**src/rtl/mem_stage.sv**
```systemverilog
// Memory-access stage of the 5-stage RISC-V pipeline: drives the data-memory
// req/gnt/rvalid bus, aligns and extends load data, and registers the MEM/WB outputs.
module mem_stage #(
    parameter int XLEN            = 32,
    parameter bit EXC_ON_MISALIGN = 1'b1
) (
    input  logic            clk,
    input  logic            rst_n,
    input  logic            in_valid,
    input  logic            mem_read,
    input  logic            mem_write,
    input  logic [2:0]      funct3,
    input  logic [XLEN-1:0] alu_result,
    input  logic [XLEN-1:0] store_data,
    input  logic [4:0]      rd,
    input  logic            reg_write,
    output logic            stall_out,
    output logic            dmem_req,
    output logic            dmem_we,
    output logic [XLEN-1:0] dmem_addr,
    output logic [3:0]      dmem_be,
    output logic [XLEN-1:0] dmem_wdata,
    input  logic            dmem_gnt,
    input  logic            dmem_rvalid,
    input  logic [XLEN-1:0] dmem_rdata,
    output logic            wb_valid,
    output logic [4:0]      wb_rd,
    output logic            wb_reg_write,
    output logic [XLEN-1:0] wb_data,
    output logic            misalign_exc
);

    typedef enum logic [1:0] {IDLE, REQ, WAIT_R, DONE} state_e;

    state_e          state_q, state_d;
    logic            dmem_req_q, dmem_req_d;
    logic            dmem_we_q, dmem_we_d;
    logic [XLEN-1:0] dmem_addr_q, dmem_addr_d;
    logic [3:0]      dmem_be_q, dmem_be_d;
    logic [XLEN-1:0] dmem_wdata_q, dmem_wdata_d;
    logic            wb_valid_q, wb_valid_d;
    logic [4:0]      wb_rd_q, wb_rd_d;
    logic            wb_reg_write_q, wb_reg_write_d;
    logic [XLEN-1:0] wb_data_q, wb_data_d;
    logic            misalign_exc_q, misalign_exc_d;
    logic [XLEN-1:0] load_data_q, load_data_d;

    logic            memop, is_load, is_byte, is_half, misaligned, aligned, ld_signed;
    logic [1:0]      off;
    logic [3:0]      st_be;
    logic [XLEN-1:0] st_wdata, ld_ext;
    logic [7:0]      ld_byte;
    logic [15:0]     ld_half;

    always_comb begin : decode
        memop      = in_valid & (mem_read | mem_write);
        is_load    = mem_read;
        is_byte    = (funct3[1:0] == 2'b00);
        is_half    = (funct3[1:0] == 2'b01);
        ld_signed  = ~funct3[2];
        misaligned = is_half ? alu_result[0] : (!is_byte && (alu_result[1:0] != 2'b00));
        aligned    = !misaligned || !EXC_ON_MISALIGN;

        // Aligned accesses already have zero low bits, so forcing them only matters
        // when misaligned accesses are let through.
        off = alu_result[1:0];
        if (is_half) begin
            off[0] = 1'b0;
        end else if (!is_byte) begin
            off = 2'b00;
        end

        st_be    = 4'b1111;
        st_wdata = store_data;
        if (is_byte) begin
            st_be    = 4'b0001 << off;
            st_wdata = {4{store_data[7:0]}};
        end else if (is_half) begin
            st_be    = 4'b0011 << off;
            st_wdata = {2{store_data[15:0]}};
        end
        if (is_load) begin
            st_be = 4'b1111;
        end

        ld_byte = dmem_rdata[{off, 3'b000} +: 8];
        ld_half = dmem_rdata[{off[1], 4'b0000} +: 16];
        if (is_byte) begin
            ld_ext = {{(XLEN-8){ld_signed & ld_byte[7]}}, ld_byte};
        end else if (is_half) begin
            ld_ext = {{(XLEN-16){ld_signed & ld_half[15]}}, ld_half};
        end else begin
            ld_ext = dmem_rdata;
        end

        stall_out = memop && aligned && (state_q != DONE);
    end

    always_comb begin : next_state
        // NOTE: every _d gets a default first so no path can infer a latch.
        state_d        = state_q;
        dmem_req_d     = dmem_req_q;
        dmem_we_d      = dmem_we_q;
        dmem_addr_d    = dmem_addr_q;
        dmem_be_d      = dmem_be_q;
        dmem_wdata_d   = dmem_wdata_q;
        load_data_d    = load_data_q;
        wb_valid_d     = 1'b0;
        wb_rd_d        = wb_rd_q;
        wb_reg_write_d = 1'b0;
        wb_data_d      = wb_data_q;
        misalign_exc_d = 1'b0;

        case (state_q)
            IDLE: begin
                if (memop && aligned) begin
                    state_d      = REQ;
                    dmem_req_d   = 1'b1;
                    dmem_we_d    = !is_load;
                    dmem_addr_d  = {alu_result[XLEN-1:2], 2'b00};
                    dmem_be_d    = st_be;
                    dmem_wdata_d = st_wdata;
                end else if (memop) begin
                    misalign_exc_d = 1'b1;
                    wb_valid_d     = 1'b1;
                    wb_rd_d        = rd;
                    wb_data_d      = alu_result;
                end else begin
                    wb_valid_d     = in_valid;
                    wb_rd_d        = rd;
                    wb_reg_write_d = reg_write & in_valid;
                    wb_data_d      = alu_result;
                end
            end
            REQ: begin
                if (dmem_gnt) begin
                    dmem_req_d = 1'b0;
                    state_d    = dmem_we_q ? DONE : WAIT_R;
                end
            end
            WAIT_R: begin
                if (dmem_rvalid) begin
                    load_data_d = ld_ext;
                    state_d     = DONE;
                end
            end
            DONE: begin
                wb_valid_d     = 1'b1;
                wb_rd_d        = rd;
                wb_reg_write_d = reg_write & is_load;
                wb_data_d      = is_load ? load_data_q : alu_result;
                state_d        = IDLE;
            end
            default: state_d = IDLE;
        endcase
    end

    // NOTE: reset is synchronous, so it lives inside the clocked block with no rst_n in the sensitivity list.
    always_ff @(posedge clk) begin
        if (!rst_n) begin
            state_q        <= IDLE;
            dmem_req_q     <= 1'b0;
            dmem_we_q      <= 1'b0;
            dmem_addr_q    <= '0;
            dmem_be_q      <= '0;
            dmem_wdata_q   <= '0;
            load_data_q    <= '0;
            wb_valid_q     <= 1'b0;
            wb_rd_q        <= '0;
            wb_reg_write_q <= 1'b0;
            wb_data_q      <= '0;
            misalign_exc_q <= 1'b0;
        end else begin
            state_q        <= state_d;
            dmem_req_q     <= dmem_req_d;
            dmem_we_q      <= dmem_we_d;
            dmem_addr_q    <= dmem_addr_d;
            dmem_be_q      <= dmem_be_d;
            dmem_wdata_q   <= dmem_wdata_d;
            load_data_q    <= load_data_d;
            wb_valid_q     <= wb_valid_d;
            wb_rd_q        <= wb_rd_d;
            wb_reg_write_q <= wb_reg_write_d;
            wb_data_q      <= wb_data_d;
            misalign_exc_q <= misalign_exc_d;
        end
    end

    assign dmem_req     = dmem_req_q;
    assign dmem_we      = dmem_we_q;
    assign dmem_addr    = dmem_addr_q;
    assign dmem_be      = dmem_be_q;
    assign dmem_wdata   = dmem_wdata_q;
    assign wb_valid     = wb_valid_q;
    assign wb_rd        = wb_rd_q;
    assign wb_reg_write = wb_reg_write_q;
    assign wb_data      = wb_data_q;
    assign misalign_exc = misalign_exc_q;

endmodule

```
**config.mk**
```make
export PLATFORM = sky130hd
export DESIGN_NAME = mem_stage
export DESIGN_NICKNAME = d
export VERILOG_FILES = /design/src/rtl/mem_stage.sv
export SDC_FILE = /design/constraint.sdc
export NUM_CORES = 1
export LEC_CHECK = 0
export BUFFER_PORTS_ARGS = -buffer_cell sky130_fd_sc_hd__buf_2
export CORE_MARGIN = 10
export CORE_UTILIZATION = 25
export DETAILED_ROUTE_END_ITERATION = 8
export GPL_ROUTABILITY_DRIVEN = 0
export PLACE_DENSITY = 0.58
export SYNTH_ARGS = -nofsm -noshare
export SYNTH_HDL_FRONTEND = slang
export SYNTH_SLANG_ARGS = --single-unit
export TNS_END_PERCENT = 5
```
**constraint.sdc**
```tcl
create_clock -name clk -period 1.75 [get_ports clk]
set_clock_uncertainty 0.05 [all_clocks]
set_input_delay 0.4375 -clock clk [delete_from_list [all_inputs] [get_ports clk]]
set_output_delay 0.4375 -clock clk [all_outputs]
set_load 0.005 [all_outputs]
```
Word-level counts from Yosys, hierarchy flattened

Index checks and enable logic that the tools add are counted.
W data, S select, Z words.

Bits in registers: 142
Bits of input ports: 112
Output and inout port bits: 111
Word-level logic and storage cells: 82

Equality and inequality tests: 9
Shifts and indexed selects: 4
Mux-type cells: 31
Bitwise logic cells: 9
Reductions and logical operators: 17

Operators by type and width:

| kind                  | number |
|---|---|
| $mux W32              | 6 |
| $pmux W32 S2          | 1 |
| $shiftx A32 B6 Y16    | 1 |
| $shiftx A32 B6 Y8     | 1 |
| $mux W4               | 3 |
| $mux W1               | 11 |
| $ne A2 B2 Y1 const B  | 5 |
| $pmux W5 S2           | 1 |
| $mux W2               | 4 |
| $pmux W2 S4           | 1 |
| $pmux W1 S2           | 3 |
| $reduce_and A2 Y1     | 3 |
| $reduce_and A3 Y1     | 2 |
| $reduce_bool A2 Y1    | 3 |
| $and A1 B1 Y1         | 5 |
| $mux W5               | 1 |
| $eq A2 B1 Y1 const B  | 2 |
| $eq A2 B2 Y1 const B  | 2 |
| $logic_not A2 Y1      | 2 |
| $shl A1 B2 Y4 const A | 1 |
| $shl A2 B2 Y4 const A | 1 |
| $logic_and A1 B1 Y1   | 3 |
| $logic_not A1 Y1      | 3 |
| $not A1 Y1            | 3 |
| other kinds (2)       | 2 |

Depth between registers and ports, before layout

Word-level depth: 8
Gate-level depth with buffers: 8
Depth with buffers taken out: 6

Least setup slack after synthesis

Ideal clock, no wire load.

Path kind: input-to-reg
Start: input port mem_read
End: register dmem_be_q[0], in the netlist dmem_be[0]
Library setup time: 0.116 ns
Arrival: 1.686 ns
Required time: 1.584 ns
Slack: -0.102 ns
Stages on the path: 8
Path buffers: 5
Cells stage by stage: buf_4 > or2_0 > clkbuf_2 > and4_1 > buf_2 > buf_6 > buf_6 > o211a_1

Longest elaborated chain between the ends: 4
Elaborated cells on any way between the ends: 5
Classes of those cells: mux: 1; bitwise: 2; reduce/logical: 2

RTL lines:

| element                     | line | source |
|---|---|---|
| start: declaration          | 10   | `input logic mem_read,` |
| $or A1 B1 Y1                | 56   | `memop = in_valid & (mem_read \| mem_write);` |
| $and A1 B1 Y1               | 56   |  |
| $logic_and A1 B1 Y1         | 116  | `if (memop && aligned) begin` |
| $reduce_and A2 Y1 (no line) | n/a  |  |
| end signal: assignment      | 178  | `dmem_be_q <= dmem_be_d;` |
| end: declaration            | 39   | `logic [3:0] dmem_be_q, dmem_be_d;` |

Several ways; a longest one is shown, not always the timed one.
A chain may end at the register's enable or synchronous reset.

Worst setup path in the final report

Start: register state_q[0]
End: output port stall_out

Longest elaborated chain between the ends: 2

RTL lines:

| element                  | line | source |
|---|---|---|
| start: declaration       | 35   | `state_e state_q, state_d;` |
| start signal: assignment | 174  | `state_q <= state_d;` |
| $ne A2 B2 Y1             | 96   | `stall_out = memop && aligned && (state_q != DONE);` |
| $logic_and A1 B1 Y1      | 96   |  |
| end: declaration         | 17   | `output logic stall_out,` |

No other way between the ends.

==> metrics <==
status finished, violations left; Total Nets Final 1,178; I/O pins 223; vias in the first global route 6,965; Max VDD drop 0.6364 mV; Synth top area share 41.83%; CP arrival 1.28 ns; WS Path Type reg -> out; CTS tree built; ys flop type dfxtp_1; post-route antenna net violation count 0; residual DRC count 0; endpoints failing hold 0; fmax 567.3 MHz; most common cell in the netlist nand2_1; HP Class in -> reg; crit path time final 1.763 ns; clock root buffer master clkbuf_16; Starting Density 25.29%; PwrDens 1251 nW/um^2; leak pwr 4.549 nW; CTS Buf Count 17; DRT Wirelength 26,250 um; ratio of cells with drive above 1 in the final layout 33.61%; Post-Syn Area per Cell 8.350 sq um; die width 184.9 um; leading post-synthesis cells by cell area dfxtp_1 42%, nand2_1 10%, o211a_1 7.8%; Clock transition at path regs 0.07 ns; Critical Path Source Type flop; Yosys warnings 0; Pwr Total 11.86 mW; Die Y 184.9 um; Vias 6,962; hold_ws 0.1925 ns; via density per instance 4.906; Post-DP HPWL 20,160 um; first-pass GRT wire length 39,850 um; RSZ-0062 raised after global routing true; Synth Cell Area 6797 sq um; antenna violations before repair 7; Iter 0 DRT Violations 379; fraction of registers with async set/reset 0%; final setup vio count 1; Max FO, Critical Path 4; CP required 1.26 ns; overall routing resource usage 15.03%; CTS H-tree lvls 4; EDFF count, synth 0; first drt pass iteration count 7; violated checks negative setup slack; Synth area leader dfxtp_1; WL/cell 18.50 um; CTS Sinks 142; total grt overflow 0; Synth Register Bits 142; sequential cell area fraction in the yosys report 41.83%; fin util 35.26%; Core ar. 26,880 sq um; final-report max-slew violation count 0; CTS max path bufs 2; Placement Rows 60; Post-synth top cells 190 x nand2_1, 142 x dfxtp_1, 91 x nand3_1, 61 x o21ai_0, 53 x o211a_1; min setup slack post-route -0.01263 ns; kind of end point of the critical path output pin; Max-Cap Viols 0; Synth Instances 814; period utilization 100.7%; Syn-to-layout area delta 39.43%; Port Buffers 220; die area 34,180 sq um; insertion delay to the later sink of the worst-skew pair 0.42 ns; largest net degree at the start of global routing 63; post-synth cell types 53
==> kinds of logic (layout without fill, tap and decap cells) <==
| kind of cell | count (synthesis) | after routing | synth area share (%) |
|---|---|---|---|
| and+or+nand+nor | 333 | 333 | 21.82 |
| other | 1 | 6 | 0.05518 |
| muxes | 25 | 25 | 3.940 |
| DFF | 142 | 142 | 41.83 |
| AOI/OAI and AO/OA | 226 | 226 | 25.37 |
| buffers and inverters | 82 | 341 | 6.075 |
| adders and majority gates | 5 | 5 | 0.9205 |
==> per-stage QoR <==
stage / instance area [sq um] / setup slack [ns] / TNS [ns] / cells
after CTS: 9433 / -0.01457 / -0.01457 / 1415
final: 9477 / -0.01263 / -0.01263 / 1419
after detailed placement: 8718 / -0.2775 / -23.20 / 1379
after floorplan: 6813 / -0.04238 / -1.958 / 815
after global placement: 8718 / -0.2281 / -19.33 / 1379
after global routing: 9469 / -0.06598 / -0.1052 / 1416
==> metal layers <==
metal,track usage [%],share of wire (%),vias up
met5,0,0.20,-
met4,5.332,1.8,6
met3,6.211,9.9,29
met2,23.60,46,235
met1,18.03,43,3285
li1,-,-,3407
==> repair_timing <==
item,CTS,global route
setup endpoints to repair,80,61
gates resized for setup,14,25
hold buffers,0,0
cloned,1,0
pin swaps,6,1
buffers inserted,3,0
==> path summary, 6_finish.rpt <==
check                                   start  depth (start not counted)        endpoint  slack [ns]
worst max-delay path               state_q[0]                          4       stall_out       -0.01
worst max register to register     state_q[0]                          7  dmem_wdata[13]        0.05
worst min-delay path                    rd[0]                          3        wb_rd[0]        0.19
worst min register to register  dmem_addr[24]                          2   dmem_addr[24]        0.40
==> registers in the layout, summed over array words and instances (netlist names) <==
signal,cells
dmem_wdata,32
load_data_q,32
wb_data,32
dmem_addr,30
wb_rd,5
dmem_be,4
state_q,2
dmem_req,1
dmem_we,1
misalign_exc,1
wb_reg_write,1
wb_valid,1
==> cell type report <==
type	count	area (sq um)
clock buffers	17	425.4
repair buffers	303	1942
flip-flops and latches	142	2844
clock inverters	15	187.7
inverters	6	25.02
well taps	341	426.7
fillers	2787	17400
diodes	4	10.01
multi-input cells	591	3616
==> worst max-delay path, cell delays in order, from the launching register on <==
cell and delay, ns:
dfxtp_2 0.33, buf_4 0.15, ha_4 0.17, nor2_4 0.10
buf_6 0.11
==> placed cells by master, fill, tap and decap left out, types with 3 or more instances in the layout <==
cell       Yosys  routed
buf_2         20     218
nand2_1      190     190
dfxtp_1      142     141
nand3_1       91      91
buf_4          7      63
o21ai_0       61      59
o211a_1       53      53
a21boi_0      46      35
mux2i_1       23      23
nor3_1        17      17
clkbuf_16      0      17
a211oi_1      16      16
buf_12         0      13
a21oi_1       11      11
a21boi_1       0      10
buf_6          7       8
o211ai_1       7       7
o221ai_1       7       7
a221o_1        6       6
inv_8          0       6
nor2_1         6       5
nor2b_1        5       5
or3_1          5       5
a31o_2         5       5
inv_6          0       5
diode_2        0       4
nand2b_1       3       3
o21a_1         3       3
inv_1          5       3
nand3b_1       3       3
ha_1           5       3
==> power breakdown <==
part / total, mW / internal (mW) / switching (mW)
logic: 3.73 / 1.78 / 1.94
registers: 4.28 / 3.91 / 0.374
clock network: 3.85 / 2.19 / 1.66
total: 11.9 / 7.88 / 3.98
Note: power is estimated with default switching activity, not from simulation.
